### config.mk
export PLATFORM = sky130hd
export DESIGN_NAME = mem_copy_engine_flat
export DESIGN_NICKNAME = d
export VERILOG_FILES = /design/src/rtl/mem_copy_engine_if.sv /design/src/rtl/mem_copy_engine.sv /design/src/flat_wrapper.sv
export SDC_FILE = /design/constraint.sdc
export NUM_CORES = 1
export LEC_CHECK = 0
export CAP_MARGIN = 20
export CORE_MARGIN = 3
export CORE_UTILIZATION = 43
export CTS_CLUSTER_SIZE = 24
export DETAILED_ROUTE_END_ITERATION = 12
export PLACE_DENSITY = 0.78
export SLEW_MARGIN = 20
export SYNTH_ARGS = -nofsm -noshare
export SYNTH_HDL_FRONTEND = slang
export SYNTH_SLANG_ARGS = --single-unit
### constraint.sdc
create_clock -name clk -period 1.9 [get_ports clk]
set_input_delay 0.285 -clock clk [delete_from_list [all_inputs] [get_ports clk]]
set_output_delay 0.285 -clock clk [all_outputs]
set_load 0.005 [all_outputs]
### src/rtl/mem_copy_engine_if.sv
// RAM-side bus of the block-copy engine.
// Master drives the single-port RAM; slave is the RAM.
interface mem_copy_engine_if #(
    parameter int WIDTH         = 16,
    parameter int RAM_ADDR_BITS = 16
);
    logic                     mem_en;
    logic                     mem_write;
    logic                     mem_read;
    logic [RAM_ADDR_BITS-1:0] mem_adr;
    logic [WIDTH-1:0]         mem_wdata;
    logic [WIDTH-1:0]         mem_rdata;

    modport master (
        output mem_en,
        output mem_write,
        output mem_read,
        output mem_adr,
        output mem_wdata,
        input  mem_rdata
    );

    modport slave (
        input  mem_en,
        input  mem_write,
        input  mem_read,
        input  mem_adr,
        input  mem_wdata,
        output mem_rdata
    );
endinterface

### src/rtl/mem_copy_engine.sv
// Block-copy initiator driving a single-port RAM with 1-cycle registered read.
// Define MEM_COPY_FILL_EN to build the constant-fill (FL) mode.
module mem_copy_engine #(
    parameter int WIDTH         = 16,
    parameter int RAM_ADDR_BITS = 16
) (
    input  logic                     clk,
    input  logic                     reset,
    input  logic                     start,
    input  logic [RAM_ADDR_BITS-1:0] src,
    input  logic [RAM_ADDR_BITS-1:0] dst,
    input  logic [RAM_ADDR_BITS-1:0] len,
    input  logic                     fill,
    input  logic [WIDTH-1:0]         fill_value,
    output logic                     busy,
    output logic                     done,
    mem_copy_engine_if.master        mem
);

    typedef enum logic [2:0] {
        S_IDLE = 3'd0,
        S_RD   = 3'd1,
        S_WR   = 3'd2,
`ifdef MEM_COPY_FILL_EN
        S_FL   = 3'd4,
`endif
        S_DONE = 3'd3
    } state_e;

    localparam logic [RAM_ADDR_BITS-1:0] ONE = RAM_ADDR_BITS'(1);

    state_e                   state_q, state_d;
    logic [RAM_ADDR_BITS-1:0] src_q, src_d;
    logic [RAM_ADDR_BITS-1:0] dst_q, dst_d;
    logic [RAM_ADDR_BITS-1:0] cnt_q, cnt_d;

`ifdef MEM_COPY_FILL_EN
    logic [WIDTH-1:0]         fv_q, fv_d;
`else
    logic                     unused_fill;
    assign unused_fill = ^{fill, fill_value};
`endif

    always_ff @(posedge clk) begin
        if (reset) begin
            state_q <= S_IDLE;
            src_q   <= '0;
            dst_q   <= '0;
            cnt_q   <= '0;
`ifdef MEM_COPY_FILL_EN
            fv_q    <= '0;
`endif
        end else begin
            state_q <= state_d;
            src_q   <= src_d;
            dst_q   <= dst_d;
            cnt_q   <= cnt_d;
`ifdef MEM_COPY_FILL_EN
            fv_q    <= fv_d;
`endif
        end
    end

    // Count is checked before decrement: the last word leaves with cnt_q==1.
    always_comb begin
        state_d = state_q;
        src_d   = src_q;
        dst_d   = dst_q;
        cnt_d   = cnt_q;
`ifdef MEM_COPY_FILL_EN
        fv_d    = fv_q;
`endif
        unique case (state_q)
            S_IDLE: begin
                if (start) begin
                    src_d = src;
                    dst_d = dst;
                    cnt_d = len;
`ifdef MEM_COPY_FILL_EN
                    fv_d  = fill_value;
`endif
                    if (len == '0) begin
                        state_d = S_DONE;
`ifdef MEM_COPY_FILL_EN
                    end else if (fill) begin
                        state_d = S_FL;
`endif
                    end else begin
                        state_d = S_RD;
                    end
                end
            end
            S_RD: begin
                state_d = S_WR;
            end
            S_WR: begin
                src_d   = src_q + ONE;
                dst_d   = dst_q + ONE;
                cnt_d   = cnt_q - ONE;
                state_d = (cnt_q == ONE) ? S_DONE : S_RD;
            end
`ifdef MEM_COPY_FILL_EN
            S_FL: begin
                dst_d   = dst_q + ONE;
                cnt_d   = cnt_q - ONE;
                state_d = (cnt_q == ONE) ? S_DONE : S_FL;
            end
`endif
            S_DONE: begin
                state_d = S_IDLE;
            end
            default: begin
                state_d = S_IDLE;
            end
        endcase
    end

    always_comb begin
        busy          = 1'b0;
        done          = 1'b0;
        mem.mem_en    = 1'b0;
        mem.mem_write = 1'b0;
        mem.mem_read  = 1'b0;
        mem.mem_adr   = '0;
        mem.mem_wdata = '0;
        unique case (state_q)
            S_RD: begin
                busy         = 1'b1;
                mem.mem_en   = 1'b1;
                mem.mem_read = 1'b1;
                mem.mem_adr  = src_q;
            end
            S_WR: begin
                busy          = 1'b1;
                mem.mem_en    = 1'b1;
                mem.mem_write = 1'b1;
                mem.mem_adr   = dst_q;
                mem.mem_wdata = mem.mem_rdata;
            end
`ifdef MEM_COPY_FILL_EN
            S_FL: begin
                busy          = 1'b1;
                mem.mem_en    = 1'b1;
                mem.mem_write = 1'b1;
                mem.mem_adr   = dst_q;
                mem.mem_wdata = fv_q;
            end
`endif
            S_DONE: begin
                done = 1'b1;
            end
            default: begin
                busy = 1'b0;
            end
        endcase
    end

endmodule

### src/flat_wrapper.sv
// flat-port wrapper written by rule: the top's interface ports become plain ports
module mem_copy_engine_flat 
#(
    parameter int WIDTH         = 16,
    parameter int RAM_ADDR_BITS = 16
)
  (clk, reset, start, src, dst, len, fill, fill_value, busy, done, mem_mem_en, mem_mem_write, mem_mem_read, mem_mem_adr, mem_mem_wdata, mem_mem_rdata);
  mem_copy_engine_if #(.WIDTH(WIDTH), .RAM_ADDR_BITS(RAM_ADDR_BITS)) mem_i ();
  input  logic clk;
  input  logic reset;
  input  logic start;
  input  logic [RAM_ADDR_BITS-1:0] src;
  input  logic [RAM_ADDR_BITS-1:0] dst;
  input  logic [RAM_ADDR_BITS-1:0] len;
  input  logic fill;
  input  logic [WIDTH-1:0] fill_value;
  output logic busy;
  output logic done;
  output wire logic [$bits(mem_i.mem_en)-1:0] mem_mem_en;
  output wire logic [$bits(mem_i.mem_write)-1:0] mem_mem_write;
  output wire logic [$bits(mem_i.mem_read)-1:0] mem_mem_read;
  output wire logic [$bits(mem_i.mem_adr)-1:0] mem_mem_adr;
  output wire logic [$bits(mem_i.mem_wdata)-1:0] mem_mem_wdata;
  input wire logic [$bits(mem_i.mem_rdata)-1:0] mem_mem_rdata;
  assign mem_mem_en = mem_i.mem_en;
  assign mem_mem_write = mem_i.mem_write;
  assign mem_mem_read = mem_i.mem_read;
  assign mem_mem_adr = mem_i.mem_adr;
  assign mem_mem_wdata = mem_i.mem_wdata;
  assign mem_i.mem_rdata = mem_mem_rdata;
  mem_copy_engine #(.WIDTH(WIDTH), .RAM_ADDR_BITS(RAM_ADDR_BITS)) u_core (.clk(clk), .reset(reset), .start(start), .src(src), .dst(dst), .len(len), .fill(fill), .fill_value(fill_value), .busy(busy), .done(done), .mem(mem_i));
endmodule
* Word-level counts from Yosys, hierarchy flattened
Index checks and enable logic that the tools add are counted.
** Operators by class
- $lt $le $gt $ge :: 0
- Reduce and logical (&&, ||, !) cells :: 5
- Bitwise logic cells :: 0
- Div/mod/pow operators :: 0
- Equality and inequality tests :: 5
- Mux-type cells :: 16
- Add/sub/neg operators :: 3
- Multiply operators :: 0
- Shift operators :: 0
** Operators by type and width (number)
- case mux 16 bit (2 select lines) :: 4
- two-way mux 16 bit :: 4
- adder 16 x 1 -> 16 bit (second input constant) :: 2
- equality test 16 x 1 -> 1 bit (second input constant) :: 1
- logical NOT 16 bit :: 1
- subtractor 16 x 1 -> 16 bit (second input constant) :: 1
- case mux 3 bit (3 select lines) :: 1
- equality test 3 x 2 -> 1 bit (second input constant) :: 2
- two-way mux 1 bit :: 4
- two-way mux 2 bit :: 2
- equality test 3 x 1 -> 1 bit (second input constant) :: 1
- logical NOT 3 bit :: 1
- two-way mux 3 bit :: 1
- inequality test 2 bit (second input constant) :: 1
- AND reduction 2 bit :: 1
- nonzero test 2 bit :: 1
- OR reduction 2 bit :: 1
** Storage, ports and cells
- Output and inout bits :: 37
- Bits in latches :: 0
- Flip-flop bits (word level) :: 51
- Memory bits (read-only) :: 0
- Logic and storage cells :: 33
- Memories kept :: 0
- Bits of input ports :: 84
- Memory bits (writable) :: 0

* Logic depth before layout (Yosys ltp)
- Word-level depth :: 4
- Gate-level depth with buffers :: 9
- Mapped depth without buffers :: 6

* Worst setup path before layout
OpenSTA, ideal clock, no wires.
- Path type :: register to register
- Start point :: register u_core.state_q[0]
- End point :: register u_core.dst_q[15]
- Data required time :: 1.748 ns
- Path slack :: 0.000 ns
- Stages on the path, launching flop included :: 9
- Arrival time :: 1.749 ns
- Setup time :: 0.152 ns
- Buffers on the path :: 2
- Clock period less this slack :: 1.900 ns
- Cells stage by stage :: dfxtp_1 inv_1 ha_1 clkbuf_8 and3b_1 clkbuf_1 mux2_2 a21oi_1 a311oi_1
** On the way
- Word-level cells in the longest chain between the ends :: 3
- Elaborated cells between the ends (all ways) :: 6
- Those cells by class :: eq/ne: 2; mux: 1; reduce/logical: 3
** RTL lines
- start: declaration :: RTL line mem_copy_engine.sv:32 : state_e state_q, state_d;
- start signal: assignment :: RTL line mem_copy_engine.sv:54 : state_q <= state_d;
- equality test 3 x 2 -> 1 bit or logical NOT 3 bit (tied branches) :: RTL line mem_copy_engine.sv:73 : unique case (state_q)
- nonzero test 2 bit (no line) or inequality test 2 bit (tied branches)
- AND reduction 2 bit (no line)
- end signal: assignment :: RTL line mem_copy_engine.sv:56 : dst_q <= dst_d;
- end: declaration :: RTL line mem_copy_engine.sv:34 : logic [RAM_ADDR_BITS-1:0] dst_q, dst_d;
Several ways; a longest one is shown, not always the timed one.
A chain may end at the register's enable or synchronous reset.

* Worst setup path after layout
- Start point :: register u_core.state_q[0]
- End point :: register u_core.src_q[15]
** On the way
- Word-level cells in the longest chain between the ends :: 3
- Elaborated cells between the ends (all ways) :: 6
- Those cells by class :: eq/ne: 2; mux: 1; reduce/logical: 3
** RTL lines
- equality test 3 x 2 -> 1 bit or logical NOT 3 bit (tied branches) :: RTL line mem_copy_engine.sv:73
- nonzero test 2 bit (no line) or inequality test 2 bit (tied branches)
- AND reduction 2 bit (no line)
- end signal: assignment :: RTL line mem_copy_engine.sv:55 : src_q <= src_d;
- end: declaration :: RTL line mem_copy_engine.sv:33 : logic [RAM_ADDR_BITS-1:0] src_q, src_d;
Several ways; a longest one is shown, not always the timed one.

==> flow_summary.ini <==
[routing]
wire_per_inst_um = 17.5
drt_iter0_drc = 409
dr.pass1.iters = 8
drt-total-wl_um = 13100
vias = 4582
antenna_left = 0
drc_errors = 0
avgViaCountPerCell = 6.13

[cts]
clock_latency_ns = 0.31
clk_pin_slew_worst_paths_ns = 0.10
clock_path_buffers = 2
cts_tree = built
htree_levels = 2
cts_root_buffer = clkbuf_8
cts_made_buffers = 5
cts_sinks = 50

[sta]
max_freq_ghz = 0.523
relSlewSlack_pct = 69.2
fin_ws_ns = -0.0136
hold_viol_final = 0
finalSetupTns_ns = -0.0136
rsz0062_at_grt = yes
fin_worst_skew_ns = 0.0103
finalCriticalPeriod_ns = 1.91
finalMaxSlewViolations = 0
period_share_pct = 101
setup_viol = 1
worst_pin_slew_ns = 0.458

[finish]
area_delta_synth_final_pct = 50.8
final_cell_mix = 68 x clkdlybuf4s50_1, 56 x buf_4, 48 x dfxtp_1
layout-drive-gt1-share_pct = 22.9
num_antenna_cells = 0
final_cells = 748
post-route-util_pct = 67.6
fin_nets = 734
postLayoutCellArea_mm2 = 0.00564
layout_commonest_cell = clkdlybuf4s50_1

[setup_path]
path_class = reg2reg
endpoint_kind = flip-flop
cp-start-kind = flip-flop
slowest_delay_ns = 0.43
critPathBufInv = 3
reg2reg_slack_ns = -0.01
worst_ep_arrival_time_ns = 2.15
required_ns = 2.14
worstPathCellList = inv_4, ha_4, buf_6, inv_1, or3_1, or4_1, a31oi_1
crit_fanout = 5
critPathTopFamily = simple AND/OR/NAND/NOR gates
cp_slowest_cell = or4_1

[pwr]
powerDensity_mw_per_mm2 = 770
p_leak_nw = 2.10
vdd_drop_max_v = 0.000365
design_power_total_w = 0.00434

[yosys]
syn_inst = 499
yosys.cell_types.count = 62
syn-cell-area_mm2 = 0.00374
ys_ff_latch = 50
synth_edf_count = 0
ys_warn_count = 0
syn_avg_cell_area_um2 = 7.49
synth_area_leaders = dfxtp_1 27%, a21oi_1 6.0%, a22oi_1 4.0%, nand2_1 3.6%, o21ai_0 3.6%
yosysSeqAreaShare_pct = 26.8
async_reset_ff_share_pct = 0
synth-main-ff-cell = dfxtp_1
syn-num-nets = 591
synth_top_area_share_pct = 26.8
yosysTopAreaCell = dfxtp_1

[global_route]
antenna_found_initial = 0
grt_pass1_wl_um = 20100
grt_max_degree = 36
grt-ovfl-total = 0
grt_use_total_pct = 24.5
grt_pass1_vias = 4205

[placed_design]
place_hpwl_um = 9140
gp_congestion = 0.901
dpl.cell_count = 723
place_area_mm2 = 0.00522
numPortBuffers = 103

[floorplan]
boundaryPins = 121
start_util_pct = 44.8
coreArea_mm2 = 0.00834
rows = 33
die_h_um = 99.2
dieArea_mm2 = 0.00985
die_w_um = 99.2

[status]
violations = negative setup slack
status = finished with violations

[hold_path]
min_path_type = reg2reg

[job]
max_cap_violations = 0
path summary, 6_finish.rpt:
| check | startpoint | endpoint | cells past startpoint |
|---|---|---|---|
| max | u_core.state_q[0] | u_core.src_q[15] | 7 |
| min | u_core.cnt_q[1] | u_core.cnt_q[1] | 2 |
| max reg2reg | u_core.state_q[0] | u_core.src_q[15] | 7 |
| min reg2reg | u_core.cnt_q[1] | u_core.cnt_q[1] | 2 |
cells by family (layout without fill, tap and decap cells):
logic type	count (synthesis)	after routing	share of synthesized area (%)
simple gates	217	217	32.6
mux	14	14	4.08
buf+inv	56	200	7.03
compound gates	154	154	26.8
flops	50	50	26.8
fa+ha+maj	8	8	2.68
routing by layer:
metal  part of all wire [%]  up-vias  GRT usage, %  routed length (µm)
li1                       -     2158             -                   -
met1                     41     2132          32.9                5350
met2                     47      261          41.1                6200
met3                    9.6       31          3.72                1260
met4                    2.1        0          6.51                 275
met5                      0        -             0                   0
area by class of cell:
class	count	area [µm²]
clock inverters	1	5.00
inverters	15	58.8
fillers	676	2700
well taps	105	131
clock buffers	7	86.3
multi-input cells	393	2630
flip-flops and latches	50	1010
repair buffers	177	1720
state kept, by name (all words and copies together), names as in the netlist:
register / count
u_core.state_q: 2
u_core.src_q: 16
u_core.dst_q: 16
u_core.cnt_q: 16
Yosys cell counts (all sizes together), types with 4 or more instances:
cell      n
a211oi    4
a21boi    4
a21oi    45
a22oi    20
a31oi    13
and2     16
and3     11
buf      15
clkbuf   25
dfxtp    50
ha        8
inv      15
mux2     10
mux2i     4
nand2    36
nand2b    6
nand3    22
nand4     9
nor2     31
nor2b    19
nor3     20
nor3b     4
nor4     14
o21ai    27
o2bb2ai   6
o32ai     5
or2       6
or3       7
or4       9
worst register-to-register path, delay by kind of cell (launching register included):
family / cells / cell delay [ns]
and+or+nand+nor: 2 / 0.79
DFF: 1 / 0.34
adders and majority gates: 1 / 0.20
AOI/OAI and AO/OA: 1 / 0.19
buffers and inverters: 3 / 0.32
what timing repair did:
item	in CTS	in global routing
resized for setup	74	54
hold buffers	0	0
endpoints found under the setup margin	43	43
hold endpoints to repair	0	0
pin swaps	7	9
buffers inserted	5	9
gates cloned	0	3
metrics by stage:
step                      worst slack (ns)  hold slack, ns
after floorplan                     0.0449           0.435
after global placement             -0.0528           0.490
after detailed placement           -0.0830           0.516
after CTS                          -0.0745           0.530
after global routing                -0.117           0.562
final                              -0.0136           0.533
power by group:
part | switching [W] | total [W] | internal, W
Sequential | 0.000219 | 0.00143 | 0.00121
Combinational | 0.00107 | 0.00225 | 0.00118
Clock | 0.000370 | 0.000665 | 0.000295
Power figures use the tool's default switching activity.
